==> config.mk <==
export PLATFORM = sky130hd
export DESIGN_NAME = mips_multicycle_controller_flat
export DESIGN_NICKNAME = d
export VERILOG_FILES = /design/src/rtl/mips_multicycle_controller_pkg.sv /design/src/rtl/mips_multicycle_controller_if.sv /design/src/rtl/mips_multicycle_controller_alu_decoder.sv /design/src/rtl/mips_multicycle_controller.sv /design/src/flat_wrapper.sv
export SDC_FILE = /design/constraint.sdc
export NUM_CORES = 1
export LEC_CHECK = 0
export ABC_AREA = 0
export CAP_MARGIN = 10
export CORE_UTILIZATION = 35
export CTS_CLUSTER_DIAMETER = 150
export CTS_CLUSTER_SIZE = 25
export DETAILED_ROUTE_END_ITERATION = 12
export GPL_TIMING_DRIVEN = 0
export PLACE_DENSITY = 0.67
export SYNTH_ARGS = -nofsm -noshare
export SYNTH_HDL_FRONTEND = slang
export SYNTH_SLANG_ARGS = --single-unit
export TNS_END_PERCENT = 20
==> constraint.sdc <==
create_clock -name clk -period 3.5 [get_ports clk]
set_input_delay 1.05 -clock clk [delete_from_list [all_inputs] [get_ports clk]]
set_output_delay 1.05 -clock clk [all_outputs]
set_load 0.005 [all_outputs]
==> src/rtl/mips_multicycle_controller_pkg.sv <==
// Shared encodings for the multicycle MIPS control unit. This covers opcode and
// funct fields, ALU operation codes, datapath mux selects, the FSM state
// encoding, and a helper that maps a state to its datapath strobe set.
package mips_ctrl_pkg;

  localparam logic [5:0] OP_RTYPE = 6'b000000;
  localparam logic [5:0] OP_LW    = 6'b100011;
  localparam logic [5:0] OP_SW    = 6'b101011;
  localparam logic [5:0] OP_BEQ   = 6'b000100;
  localparam logic [5:0] OP_ADDI  = 6'b001000;
  localparam logic [5:0] OP_SLTI  = 6'b001010;
  localparam logic [5:0] OP_J     = 6'b000010;
  localparam logic [5:0] OP_JAL   = 6'b000011;

  localparam logic [5:0] FN_ADD = 6'b100000;
  localparam logic [5:0] FN_SUB = 6'b100010;
  localparam logic [5:0] FN_AND = 6'b100100;
  localparam logic [5:0] FN_OR  = 6'b100101;
  localparam logic [5:0] FN_SLT = 6'b101010;
  localparam logic [5:0] FN_JR  = 6'b001000;

  localparam logic [2:0] ALU_AND = 3'b000;
  localparam logic [2:0] ALU_OR  = 3'b001;
  localparam logic [2:0] ALU_ADD = 3'b010;
  localparam logic [2:0] ALU_SUB = 3'b110;
  localparam logic [2:0] ALU_SLT = 3'b111;

  localparam logic [1:0] SRCB_B       = 2'b00;
  localparam logic [1:0] SRCB_FOUR    = 2'b01;
  localparam logic [1:0] SRCB_SEXT    = 2'b10;
  localparam logic [1:0] SRCB_SEXT_SH = 2'b11;

  localparam logic [1:0] PCSRC_ALU    = 2'b00;
  localparam logic [1:0] PCSRC_JUMP   = 2'b01;
  localparam logic [1:0] PCSRC_ALUOUT = 2'b10;
  localparam logic [1:0] PCSRC_REGA   = 2'b11;

  typedef enum logic [3:0] {
    S_FETCH  = 4'd0,
    S_DECODE = 4'd1,
    S_MEMADR = 4'd2,
    S_MEMRD  = 4'd3,
    S_MEMWB  = 4'd4,
    S_MEMWR  = 4'd5,
    S_EXEC   = 4'd6,
    S_RTWB   = 4'd7,
    S_BRANCH = 4'd8,
    S_JUMP   = 4'd9,
    S_IEXEC  = 4'd10,
    S_ITWB   = 4'd11,
    S_JAL    = 4'd12,
    S_JR     = 4'd13
  } state_t;

  typedef struct packed {
    logic       pc_write;
    logic       pc_write_cond;
    logic       ior_d;
    logic       mem_write;
    logic       mem_read;
    logic       ir_write;
    logic       reg_dst;
    logic       write_reg_sel;
    logic       mem_to_reg;
    logic       write_data_sel;
    logic       reg_write;
    logic       alu_src_a;
    logic [1:0] alu_src_b;
    logic [1:0] pc_src;
    logic [2:0] alu_operation;
  } ctrl_t;

  // Strobe set for a state; EXEC and IEXEC take their ALU op from the decoded IR
  function automatic ctrl_t ctrl_for_state(state_t s, logic [2:0] exec_op,
                                           logic [2:0] imm_op);
    ctrl_t c;
    c = '0;
    case (s)
      S_FETCH: begin
        c.mem_read = 1'b1; c.ir_write = 1'b1; c.pc_write = 1'b1;
        c.alu_src_b = SRCB_FOUR; c.alu_operation = ALU_ADD;
      end
      S_DECODE: begin
        c.alu_src_b = SRCB_SEXT_SH; c.alu_operation = ALU_ADD;
      end
      S_MEMADR: begin
        c.alu_src_a = 1'b1; c.alu_src_b = SRCB_SEXT; c.alu_operation = ALU_ADD;
      end
      S_MEMRD: begin
        c.mem_read = 1'b1; c.ior_d = 1'b1;
      end
      S_MEMWB: begin
        c.mem_to_reg = 1'b1; c.reg_write = 1'b1;
      end
      S_MEMWR: begin
        c.mem_write = 1'b1; c.ior_d = 1'b1;
      end
      S_EXEC: begin
        c.alu_src_a = 1'b1; c.alu_src_b = SRCB_B; c.alu_operation = exec_op;
      end
      S_RTWB: begin
        c.reg_dst = 1'b1; c.reg_write = 1'b1;
      end
      S_BRANCH: begin
        c.alu_src_a = 1'b1; c.alu_src_b = SRCB_B; c.alu_operation = ALU_SUB;
        c.pc_write_cond = 1'b1; c.pc_src = PCSRC_ALUOUT;
      end
      S_JUMP: begin
        c.pc_write = 1'b1; c.pc_src = PCSRC_JUMP;
      end
      S_IEXEC: begin
        c.alu_src_a = 1'b1; c.alu_src_b = SRCB_SEXT; c.alu_operation = imm_op;
      end
      S_ITWB: begin
        c.reg_write = 1'b1;
      end
      S_JAL: begin
        c.pc_write = 1'b1; c.pc_src = PCSRC_JUMP; c.reg_write = 1'b1;
        c.write_reg_sel = 1'b1; c.write_data_sel = 1'b1;
      end
      S_JR: begin
        c.pc_write = 1'b1; c.pc_src = PCSRC_REGA;
      end
      default: c = '0;
    endcase
    return c;
  endfunction

endpackage

==> src/rtl/mips_multicycle_controller_if.sv <==
// Controller <-> datapath bundle. The instruction register and the zero flag
// flow in; every strobe plus the debug state flows out.
interface mips_multicycle_controller_if #(parameter int STATE_W = 4);
  logic [31:0]        Instruction;
  logic               ZeroFlag;
  logic               PCWrite, PCWriteCond, IorD, MemWrite, MemRead, IRWrite;
  logic               RegDst, WriteRegSel, MemtoReg, WriteDataSel, RegWrite, ALUSrcA;
  logic [1:0]         ALUSrcB;
  logic [1:0]         PCSrc;
  logic [2:0]         ALUoperation;
  logic               IllegalOp;
  logic [STATE_W-1:0] StateOut;

  modport master (
    input  Instruction, ZeroFlag,
    output PCWrite, PCWriteCond, IorD, MemWrite, MemRead, IRWrite,
           RegDst, WriteRegSel, MemtoReg, WriteDataSel, RegWrite, ALUSrcA,
           ALUSrcB, PCSrc, ALUoperation, IllegalOp, StateOut
  );

  modport slave (
    output Instruction, ZeroFlag,
    input  PCWrite, PCWriteCond, IorD, MemWrite, MemRead, IRWrite,
           RegDst, WriteRegSel, MemtoReg, WriteDataSel, RegWrite, ALUSrcA,
           ALUSrcB, PCSrc, ALUoperation, IllegalOp, StateOut
  );
endinterface

==> src/rtl/mips_multicycle_controller_alu_decoder.sv <==
// R-type funct field to ALU operation. funct_valid is low for any funct the
// controller does not execute, so the FSM can flag it as illegal.
module mips_alu_decoder
  import mips_ctrl_pkg::*;
(
  input  logic [5:0] funct,
  output logic [2:0] alu_operation,
  output logic       funct_valid
);

  // Map supported functs to ALU codes and fall back to ADD for anything else
  always_comb begin
    alu_operation = ALU_ADD;
    funct_valid   = 1'b1;
    case (funct)
      FN_ADD:  alu_operation = ALU_ADD;
      FN_SUB:  alu_operation = ALU_SUB;
      FN_AND:  alu_operation = ALU_AND;
      FN_OR:   alu_operation = ALU_OR;
      FN_SLT:  alu_operation = ALU_SLT;
      default: funct_valid = 1'b0;
    endcase
  end

endmodule

==> src/rtl/mips_multicycle_controller.sv <==
// Moore control FSM for the multicycle MIPS datapath. The strobes are
// registered as the state is entered, and all outputs are gated to zero while
// reset is held low.
module mips_multicycle_controller
  import mips_ctrl_pkg::*;
#(
  parameter int STATE_W   = 4,
  parameter int ENABLE_JR = 1
) (
  input logic                          clk,
  input logic                          rst,
  mips_multicycle_controller_if.master bus
);

  state_t     state, next_state;
  ctrl_t      ctrl_q;
  logic [5:0] opcode, funct;
  logic [2:0] exec_op, imm_op;
  logic       funct_valid, is_jr, decode_illegal;
  logic       unused_inputs;

  assign opcode = bus.Instruction[31:26];
  assign funct  = bus.Instruction[5:0];
  assign is_jr  = (opcode == OP_RTYPE) && (funct == FN_JR) && (ENABLE_JR != 0);
  assign imm_op = (opcode == OP_SLTI) ? ALU_SLT : ALU_ADD;

  // The branch decision belongs to the datapath, so the zero flag is deliberately ignored
  assign unused_inputs = ^{bus.ZeroFlag, bus.Instruction[25:6]};

  mips_alu_decoder u_alu_decoder (
    .funct         (funct),
    .alu_operation (exec_op),
    .funct_valid   (funct_valid)
  );

  // Next-state selection; illegal instructions are detected only in DECODE and return to FETCH
  always_comb begin
    next_state     = S_FETCH;
    decode_illegal = 1'b0;
    case (state)
      S_FETCH:  next_state = S_DECODE;
      S_DECODE: begin
        case (opcode)
          OP_RTYPE: begin
            if (is_jr)            next_state = S_JR;
            else if (funct_valid) next_state = S_EXEC;
            else                  decode_illegal = 1'b1;
          end
          OP_LW, OP_SW:     next_state = S_MEMADR;
          OP_BEQ:           next_state = S_BRANCH;
          OP_ADDI, OP_SLTI: next_state = S_IEXEC;
          OP_J:             next_state = S_JUMP;
          OP_JAL:           next_state = S_JAL;
          default:          decode_illegal = 1'b1;
        endcase
      end
      S_MEMADR: next_state = (opcode == OP_SW) ? S_MEMWR : S_MEMRD;
      S_MEMRD:  next_state = S_MEMWB;
      S_EXEC:   next_state = S_RTWB;
      S_IEXEC:  next_state = S_ITWB;
      default:  next_state = S_FETCH;
    endcase
  end

  // State register plus registered strobes for the state being entered
  always_ff @(posedge clk) begin
    if (!rst) begin
      state  <= S_FETCH;
      ctrl_q <= ctrl_for_state(S_FETCH, exec_op, imm_op);
    end else begin
      state  <= next_state;
      ctrl_q <= ctrl_for_state(next_state, exec_op, imm_op);
    end
  end

  assign bus.PCWrite      = rst & ctrl_q.pc_write;
  assign bus.PCWriteCond  = rst & ctrl_q.pc_write_cond;
  assign bus.IorD         = rst & ctrl_q.ior_d;
  assign bus.MemWrite     = rst & ctrl_q.mem_write;
  assign bus.MemRead      = rst & ctrl_q.mem_read;
  assign bus.IRWrite      = rst & ctrl_q.ir_write;
  assign bus.RegDst       = rst & ctrl_q.reg_dst;
  assign bus.WriteRegSel  = rst & ctrl_q.write_reg_sel;
  assign bus.MemtoReg     = rst & ctrl_q.mem_to_reg;
  assign bus.WriteDataSel = rst & ctrl_q.write_data_sel;
  assign bus.RegWrite     = rst & ctrl_q.reg_write;
  assign bus.ALUSrcA      = rst & ctrl_q.alu_src_a;
  assign bus.ALUSrcB      = rst ? ctrl_q.alu_src_b     : 2'b00;
  assign bus.PCSrc        = rst ? ctrl_q.pc_src        : 2'b00;
  assign bus.ALUoperation = rst ? ctrl_q.alu_operation : 3'b000;
  assign bus.IllegalOp    = rst & decode_illegal;
  assign bus.StateOut     = rst ? STATE_W'(state) : '0;

endmodule

==> src/flat_wrapper.sv <==
// flat-port wrapper written by rule: the top's interface ports become plain ports
module mips_multicycle_controller_flat import mips_ctrl_pkg::*;
#(
  parameter int STATE_W   = 4,
  parameter int ENABLE_JR = 1
)
  (clk, rst, bus_Instruction, bus_ZeroFlag, bus_PCWrite, bus_PCWriteCond, bus_IorD, bus_MemWrite, bus_MemRead, bus_IRWrite, bus_RegDst, bus_WriteRegSel, bus_MemtoReg, bus_WriteDataSel, bus_RegWrite, bus_ALUSrcA, bus_ALUSrcB, bus_PCSrc, bus_ALUoperation, bus_IllegalOp, bus_StateOut);
  mips_multicycle_controller_if #(.STATE_W(STATE_W)) bus_i ();
  input logic clk;
  input logic rst;
  input wire logic [$bits(bus_i.Instruction)-1:0] bus_Instruction;
  input wire logic [$bits(bus_i.ZeroFlag)-1:0] bus_ZeroFlag;
  output wire logic [$bits(bus_i.PCWrite)-1:0] bus_PCWrite;
  output wire logic [$bits(bus_i.PCWriteCond)-1:0] bus_PCWriteCond;
  output wire logic [$bits(bus_i.IorD)-1:0] bus_IorD;
  output wire logic [$bits(bus_i.MemWrite)-1:0] bus_MemWrite;
  output wire logic [$bits(bus_i.MemRead)-1:0] bus_MemRead;
  output wire logic [$bits(bus_i.IRWrite)-1:0] bus_IRWrite;
  output wire logic [$bits(bus_i.RegDst)-1:0] bus_RegDst;
  output wire logic [$bits(bus_i.WriteRegSel)-1:0] bus_WriteRegSel;
  output wire logic [$bits(bus_i.MemtoReg)-1:0] bus_MemtoReg;
  output wire logic [$bits(bus_i.WriteDataSel)-1:0] bus_WriteDataSel;
  output wire logic [$bits(bus_i.RegWrite)-1:0] bus_RegWrite;
  output wire logic [$bits(bus_i.ALUSrcA)-1:0] bus_ALUSrcA;
  output wire logic [$bits(bus_i.ALUSrcB)-1:0] bus_ALUSrcB;
  output wire logic [$bits(bus_i.PCSrc)-1:0] bus_PCSrc;
  output wire logic [$bits(bus_i.ALUoperation)-1:0] bus_ALUoperation;
  output wire logic [$bits(bus_i.IllegalOp)-1:0] bus_IllegalOp;
  output wire logic [$bits(bus_i.StateOut)-1:0] bus_StateOut;
  assign bus_i.Instruction = bus_Instruction;
  assign bus_i.ZeroFlag = bus_ZeroFlag;
  assign bus_PCWrite = bus_i.PCWrite;
  assign bus_PCWriteCond = bus_i.PCWriteCond;
  assign bus_IorD = bus_i.IorD;
  assign bus_MemWrite = bus_i.MemWrite;
  assign bus_MemRead = bus_i.MemRead;
  assign bus_IRWrite = bus_i.IRWrite;
  assign bus_RegDst = bus_i.RegDst;
  assign bus_WriteRegSel = bus_i.WriteRegSel;
  assign bus_MemtoReg = bus_i.MemtoReg;
  assign bus_WriteDataSel = bus_i.WriteDataSel;
  assign bus_RegWrite = bus_i.RegWrite;
  assign bus_ALUSrcA = bus_i.ALUSrcA;
  assign bus_ALUSrcB = bus_i.ALUSrcB;
  assign bus_PCSrc = bus_i.PCSrc;
  assign bus_ALUoperation = bus_i.ALUoperation;
  assign bus_IllegalOp = bus_i.IllegalOp;
  assign bus_StateOut = bus_i.StateOut;
  mips_multicycle_controller #(.STATE_W(STATE_W), .ENABLE_JR(ENABLE_JR)) u_core (.clk(clk), .rst(rst), .bus(bus_i));
endmodule
# [After elaboration in Yosys (flattened, before gate mapping)]
# Index checks and enable logic that the tools add are counted.
[totals] ff_bits=22 elab_cells=104 input_bits=35
[classes] n_reduce_logical=16 n_bitwise=12 muxes=30 eq_ne=31
[ops] operator="case mux 4 bit (6 select lines)" count=2
[ops] operator="equality test 6 bit (second input constant)" count=7
[ops] operator="equality test 4 bit (second input constant)" count=7
[ops] operator="case mux 3 bit (4 select lines)" count=2
[ops] operator="equality test 4 x 3 -> 1 bit (second input constant)" count=5
[ops] operator="equality test 6 x 4 -> 1 bit (second input constant)" count=3
[ops] operator="equality test 4 x 2 -> 1 bit (second input constant)" count=4
[ops] operator="two-way mux 1 bit" count=15
[ops] operator="AND 1 bit" count=12
[ops] operator="equality test 6 x 2 -> 1 bit (second input constant)" count=2
[ops] operator="two-way mux 3 bit" count=4
[ops] operator="case mux 2 bit (3 select lines)" count=2
[ops] operator="OR reduction 2 bit" count=6
[ops] operator="OR reduction 4 bit" count=3
[ops] operator="equality test 4 x 1 -> 1 bit (second input constant)" count=2
[ops] operator="zero test 4 bit" count=2
[ops] operator="two-way mux 4 bit" count=2
[ops] operator="OR reduction 7 bit" count=1
[ops] operator="equality test 6 x 3 -> 1 bit (second input constant)" count=1
[ops] operator="zero test 6 bit" count=1
[ops] operator="OR reduction 5 bit" count=1
[ops] operator="two-way mux 2 bit" count=2
[ops] operator="OR reduction 3 bit" count=1
[ops] operator="case mux 1 bit (2 select lines)" count=1
[ops] operator="logical AND 1 bit" count=1

# [Logic depth before layout (Yosys ltp)]
[logic_depth] depth_word=10 ltp_mapped=8 ltp_nobuf=6

# [Hierarchy]
# From an unflattened synthesis, not the netlist that was laid out.
[unflattened] cells_unflattened=172 hier_area_um2=1408.9
[modules_own_cells] mod="mips_multicycle_controller" area_each_um2=1322.5 seq_area_each_um2=440.4 cells_per_inst=163 instances=1
[modules_own_cells] mod="mips_alu_decoder" area_each_um2=86.3 seq_area_each_um2=0.0 cells_per_inst=9 instances=1

# [Worst setup path before layout]
# OpenSTA, ideal clock, no wires.
[synth_path] kind="input to output" start="input port bus_Instruction[27]" end="output port bus_IllegalOp" stages=5 setup_slack_ns=0.135 arrival_ns=2.315 path_buffers=1 cell_sequence="buf_2 or4_4 a2111oi_4 nor3b_1 nor3_1"
[synth_via] elab_chain_len=6 word_cells_on_any_way=14 classes_between="7 x eq/ne; 3 x mux; 1 x bitwise; 3 x reduce/logical"
[synth_lines] item="start, declared" line_no="flat_wrapper.sv:11" rtl="input wire logic [$bits(bus_i.Instruction)-1:0] bus_Instruction;"
[synth_lines] item="parallel branches: the longest is 3 deep, another holds OR reduction 7 bit"
[synth_lines] item="case mux 1 bit (2 select lines) (*)" line_no="mips_multicycle_controller.sv:43" rtl="case (opcode)"
[synth_lines] item="two-way mux 1 bit (*)" line_no="mips_multicycle_controller.sv:40" rtl="case (state)"
[synth_lines] item="AND 1 bit (*)" line_no="mips_multicycle_controller.sv:91" rtl="assign bus.IllegalOp = rst & decode_illegal;"
[synth_lines] item="end, declared" line_no="flat_wrapper.sv:28" rtl="output wire logic [$bits(bus_i.IllegalOp)-1:0] bus_IllegalOp;"
# Every way passes the cells marked *.

# [Final worst setup path]
[layout_path] start="input port bus_Instruction[26]" end="output port bus_IllegalOp"
# Same word-level chain as after synthesis.

==> metrics.txt <==
# TYPE chip_impl_metric gauge
chip_impl_metric{name="drive_gt1_frac",unit=""} 0.158
chip_impl_info{name="post_synth_most_frequent_cells",value="and2_1, dfxtp_1, nor2_1, nor3_1, nand2_1"} 1
chip_impl_metric{name="slew_headroom",unit=""} 0.284
chip_impl_metric{name="grt_antenna_before_repair",unit=""} 0
chip_impl_metric{name="num_vias",unit=""} 1414
chip_impl_metric{name="die-area",unit="sq um"} 4420
chip_impl_metric{name="grtUsageTotal",unit=""} 0.167
chip_impl_metric{name="number_of_drc_violations_after_detailed_routing",unit=""} 0
chip_impl_metric{name="cts_max_level",unit=""} 1
chip_impl_metric{name="area_growth",unit="%"} 33.3
chip_impl_info{name="min_path_type",value="reg -> reg"} 1
chip_impl_metric{name="routabilityCongestion",unit=""} 0.903
chip_impl_metric{name="area_of_the_core_region",unit="sq um"} 4000
chip_impl_metric{name="ys_seq_area_frac",unit=""} 0.303
chip_impl_metric{name="via_per_inst",unit=""} 5.20
chip_impl_metric{name="cp.arrival",unit="ns"} 2.45
chip_impl_metric{name="num-fill-cells",unit=""} 416
chip_impl_info{name="synth.top_cells.by_area",value="dfxtp_1, and2_1, nor2_1"} 1
chip_impl_info{name="result_of_the_run",value="finished, violations left"} 1
chip_impl_metric{name="grt_first_pass_wirelength",unit="mm"} 5.67
chip_impl_metric{name="power.density",unit="nW/um^2"} 262
chip_impl_metric{name="postCtsHoldBufs",unit=""} 0
chip_impl_metric{name="clock-sinks",unit=""} 22
chip_impl_metric{name="grt_pass1_vias",unit=""} 1226
chip_impl_metric{name="timing_hold_violations_final",unit=""} 0
chip_impl_metric{name="timing.critical_path.fanout_max",unit=""} 6
chip_impl_metric{name="io_buffer_count",unit=""} 33
chip_impl_metric{name="worst_pin_slew",unit="ns"} 1.06
chip_impl_metric{name="post_synth_edffs",unit=""} 0
chip_impl_metric{name="netlist_instances",unit=""} 185
chip_impl_metric{name="insertedDiodeCount",unit=""} 0
chip_impl_metric{name="route.detailed.wl_per_inst",unit="um"} 12.3
chip_impl_info{name="failed_checks",value="setup timing"} 1
chip_impl_metric{name="post_synth_num_cell_types",unit=""} 50
chip_impl_metric{name="clock_latency_reported_for_the_late_side_of_the_worst_skew_pair",unit="ns"} 0.26
chip_impl_metric{name="yosys.area.top_type_share",unit=""} 0.303
chip_impl_metric{name="yosysWarnings",unit=""} 0
chip_impl_metric{name="dpl-instance-area",unit="sq um"} 1850
chip_impl_metric{name="yosys_register_bits",unit=""} 22
chip_impl_metric{name="timing.final.max_slew_violations",unit=""} 0
chip_impl_metric{name="die-width",unit="um"} 66.5
chip_impl_info{name="worst_setup_path_start_kind",value="input pin"} 1
chip_impl_info{name="cts_tree",value="yes"} 1
chip_impl_metric{name="timing.fmax",unit="MHz"} 285
chip_impl_metric{name="effective_utilization_at_floorplan",unit=""} 0.364
chip_impl_metric{name="pin_count",unit=""} 59
chip_impl_metric{name="route.antenna.remaining_nets",unit=""} 0
chip_impl_metric{name="peakVddDrop",unit="V"} 0.000128
chip_impl_metric{name="drt-total-wl",unit="mm"} 3.34
chip_impl_info{name="ys.flop_type",value="dfxtp_1"} 1
chip_impl_metric{name="crit_share_post_route",unit=""} 1.00
chip_impl_metric{name="synth_nets",unit=""} 220
chip_impl_metric{name="fin_skew",unit="ns"} 0.00139
chip_impl_info{name="cell_taking_the_most_area_after_synthesis",value="dfxtp_1"} 1
chip_impl_metric{name="cts_inserted_buffers",unit=""} 3
chip_impl_metric{name="grt_max_degree",unit=""} 16
chip_impl_metric{name="clk_pin_slew",unit="ns"} 0.07
chip_impl_metric{name="netlist_area",unit="sq um"} 1460
chip_impl_metric{name="power.leakage",unit="uW"} 0.000711
chip_impl_metric{name="floorplan.rows",unit=""} 23
chip_impl_metric{name="required",unit="ns"} 2.45
chip_impl_metric{name="async_flop_share",unit=""} 0
chip_impl_info{name="grt_setup_unrepaired",value="yes"} 1
chip_impl_metric{name="num-nets-final",unit=""} 259
chip_impl_metric{name="grt_overflow_total",unit=""} 0
chip_impl_info{name="path_class",value="in -> out"} 1
chip_impl_metric{name="setup_ws",unit="ns"} -0.00461
chip_impl_metric{name="detailed_place_hpwl",unit="mm"} 2.54
chip_impl_metric{name="setup_viol",unit=""} 1
chip_impl_metric{name="pre_cts_worst_setup_slack",unit="ns"} -0.732
chip_impl_metric{name="rrSetupSlack",unit="ns"} 0.82
chip_impl_metric{name="cap_viol_max_count",unit=""} 0
chip_impl_metric{name="final.min_clock_period",unit="ns"} 3.50
chip_impl_metric{name="postLayoutCoreUtil",unit=""} 0.485
chip_impl_metric{name="drt_first_iter_violations",unit=""} 44
chip_impl_metric{name="dieHeight",unit="um"} 66.5
chip_impl_metric{name="syn-mean-instance-area",unit="sq um"} 7.87
chip_impl_info{name="end_kind",value="primary output"} 1
chip_impl_metric{name="stdcell_area",unit="sq um"} 1940
chip_impl_info{name="cts_root_buffer",value="clkbuf_8"} 1
chip_impl_metric{name="drt-pass1-iter-count",unit=""} 4
chip_impl_metric{name="cts.path.max_buffers",unit=""} 2
-- area by class of cell --
| cell class | instances | area [sq um] | share of cell area |
|---|---|---|---|
| Inverter | 4 | 15.0 | 0.00774 |
| Timing Repair Buffer | 36 | 344 | 0.177 |
| Buffer | 10 | 83.8 | 0.0432 |
| Sequential cell | 22 | 440 | 0.227 |
| Tap cell | 50 | 62.6 | 0.0323 |
| Clock buffer | 3 | 41.3 | 0.0213 |
| Multi-Input combinational cell | 147 | 952 | 0.491 |
-- stage by stage --
step | instances | hold WS, ns | power [uW] | TNS, ns
after floorplan | 185 | 0.607 | 319 | 0
final | 272 | 0.695 | 508 | -0.00461
after global routing | 272 | 0.744 | 538 | -0.0678
after global placement | 268 | 0.675 | 359 | -7.29
after detailed placement | 268 | 0.676 | 359 | -6.93
after CTS | 269 | 0.688 | 502 | -0.0379
-- state kept, by name (all words and copies together) (netlist names) --
register and cells:
u_core.state 4, u_core.ctrl_q 18
-- cells by family (layout without fill, tap and decap cells) --
| logic type | count (synthesis) | in the layout | synth area share |
|---|---|---|---|
| muxes | 1 | 1 | 0.00688 |
| AOI/OAI and AO/OA | 35 | 35 | 0.187 |
| xor gates and xnor gates | 1 | 1 | 0.00602 |
| buffers and inverters | 16 | 53 | 0.0576 |
| and+or+nand+nor | 109 | 109 | 0.433 |
| DFF | 22 | 22 | 0.303 |
| adders and majority gates | 1 | 1 | 0.00688 |
-- power breakdown --
part / switching (uW) / internal, uW / leakage, uW / total [uW]
sequential: 1.31 / 256 / 0.000179 / 258
combinational: 51.9 / 47.9 / 0.000510 / 99.7
clock: 73.4 / 76.7 / 0.0000216 / 150
total: 127 / 381 / 0.000711 / 508
-- worst max-delay path: stages --
cell	delay (ns)
buf_12	0.10
or4_4	0.55
a2111oi_4	0.31
nor3b_2	0.25
nor3_2	0.07
buf_2	0.13
-- per-layer routing --
layer	vias up	part of all wire	global-route usage
met5	-	0	0
met4	0	0.014	0.0612
met3	5	0.055	0.0240
met2	48	0.44	0.258
met1	628	0.49	0.233
li1	733	-	-
-- cell usage in the layout (no fill, tap or decap), types with 5 or more instances in the layout --
cell | synthesis | layout
and2_1 | 22 | 22
nor2b_1 | 5 | 5
clkdlybuf4s50_1 | 0 | 26
nor2_1 | 19 | 19
dfxtp_1 | 22 | 22
nand2_1 | 11 | 11
nor3_1 | 12 | 11
nand2b_1 | 5 | 5
nand3_1 | 8 | 8
a21oi_1 | 8 | 7
buf_4 | 2 | 6
-- final timing paths --
path	start	endpoint	cells past startpoint
setup / recovery	bus_Instruction[26]	bus_IllegalOp	6
hold / removal	u_core.state[0]$_SDFF_PN0_	u_core.ctrl_q[5]$_SDFF_PN1_	3
setup reg to reg	u_core.state[0]$_SDFF_PN0_	u_core.ctrl_q[14]$_SDFF_PN1_	7
hold reg to reg	u_core.state[0]$_SDFF_PN0_	u_core.ctrl_q[5]$_SDFF_PN1_	3
-- timing repair --
action | 4_1_cts | 5_1_grt
endpoints found under the setup margin | 22 | 2
setup buffers | 0 | 3
gates resized for setup | 20 | 14
pin swaps | 3 | 3
endpoints found under the hold margin | 0 | 0
Power figures use the tool's default switching activity.
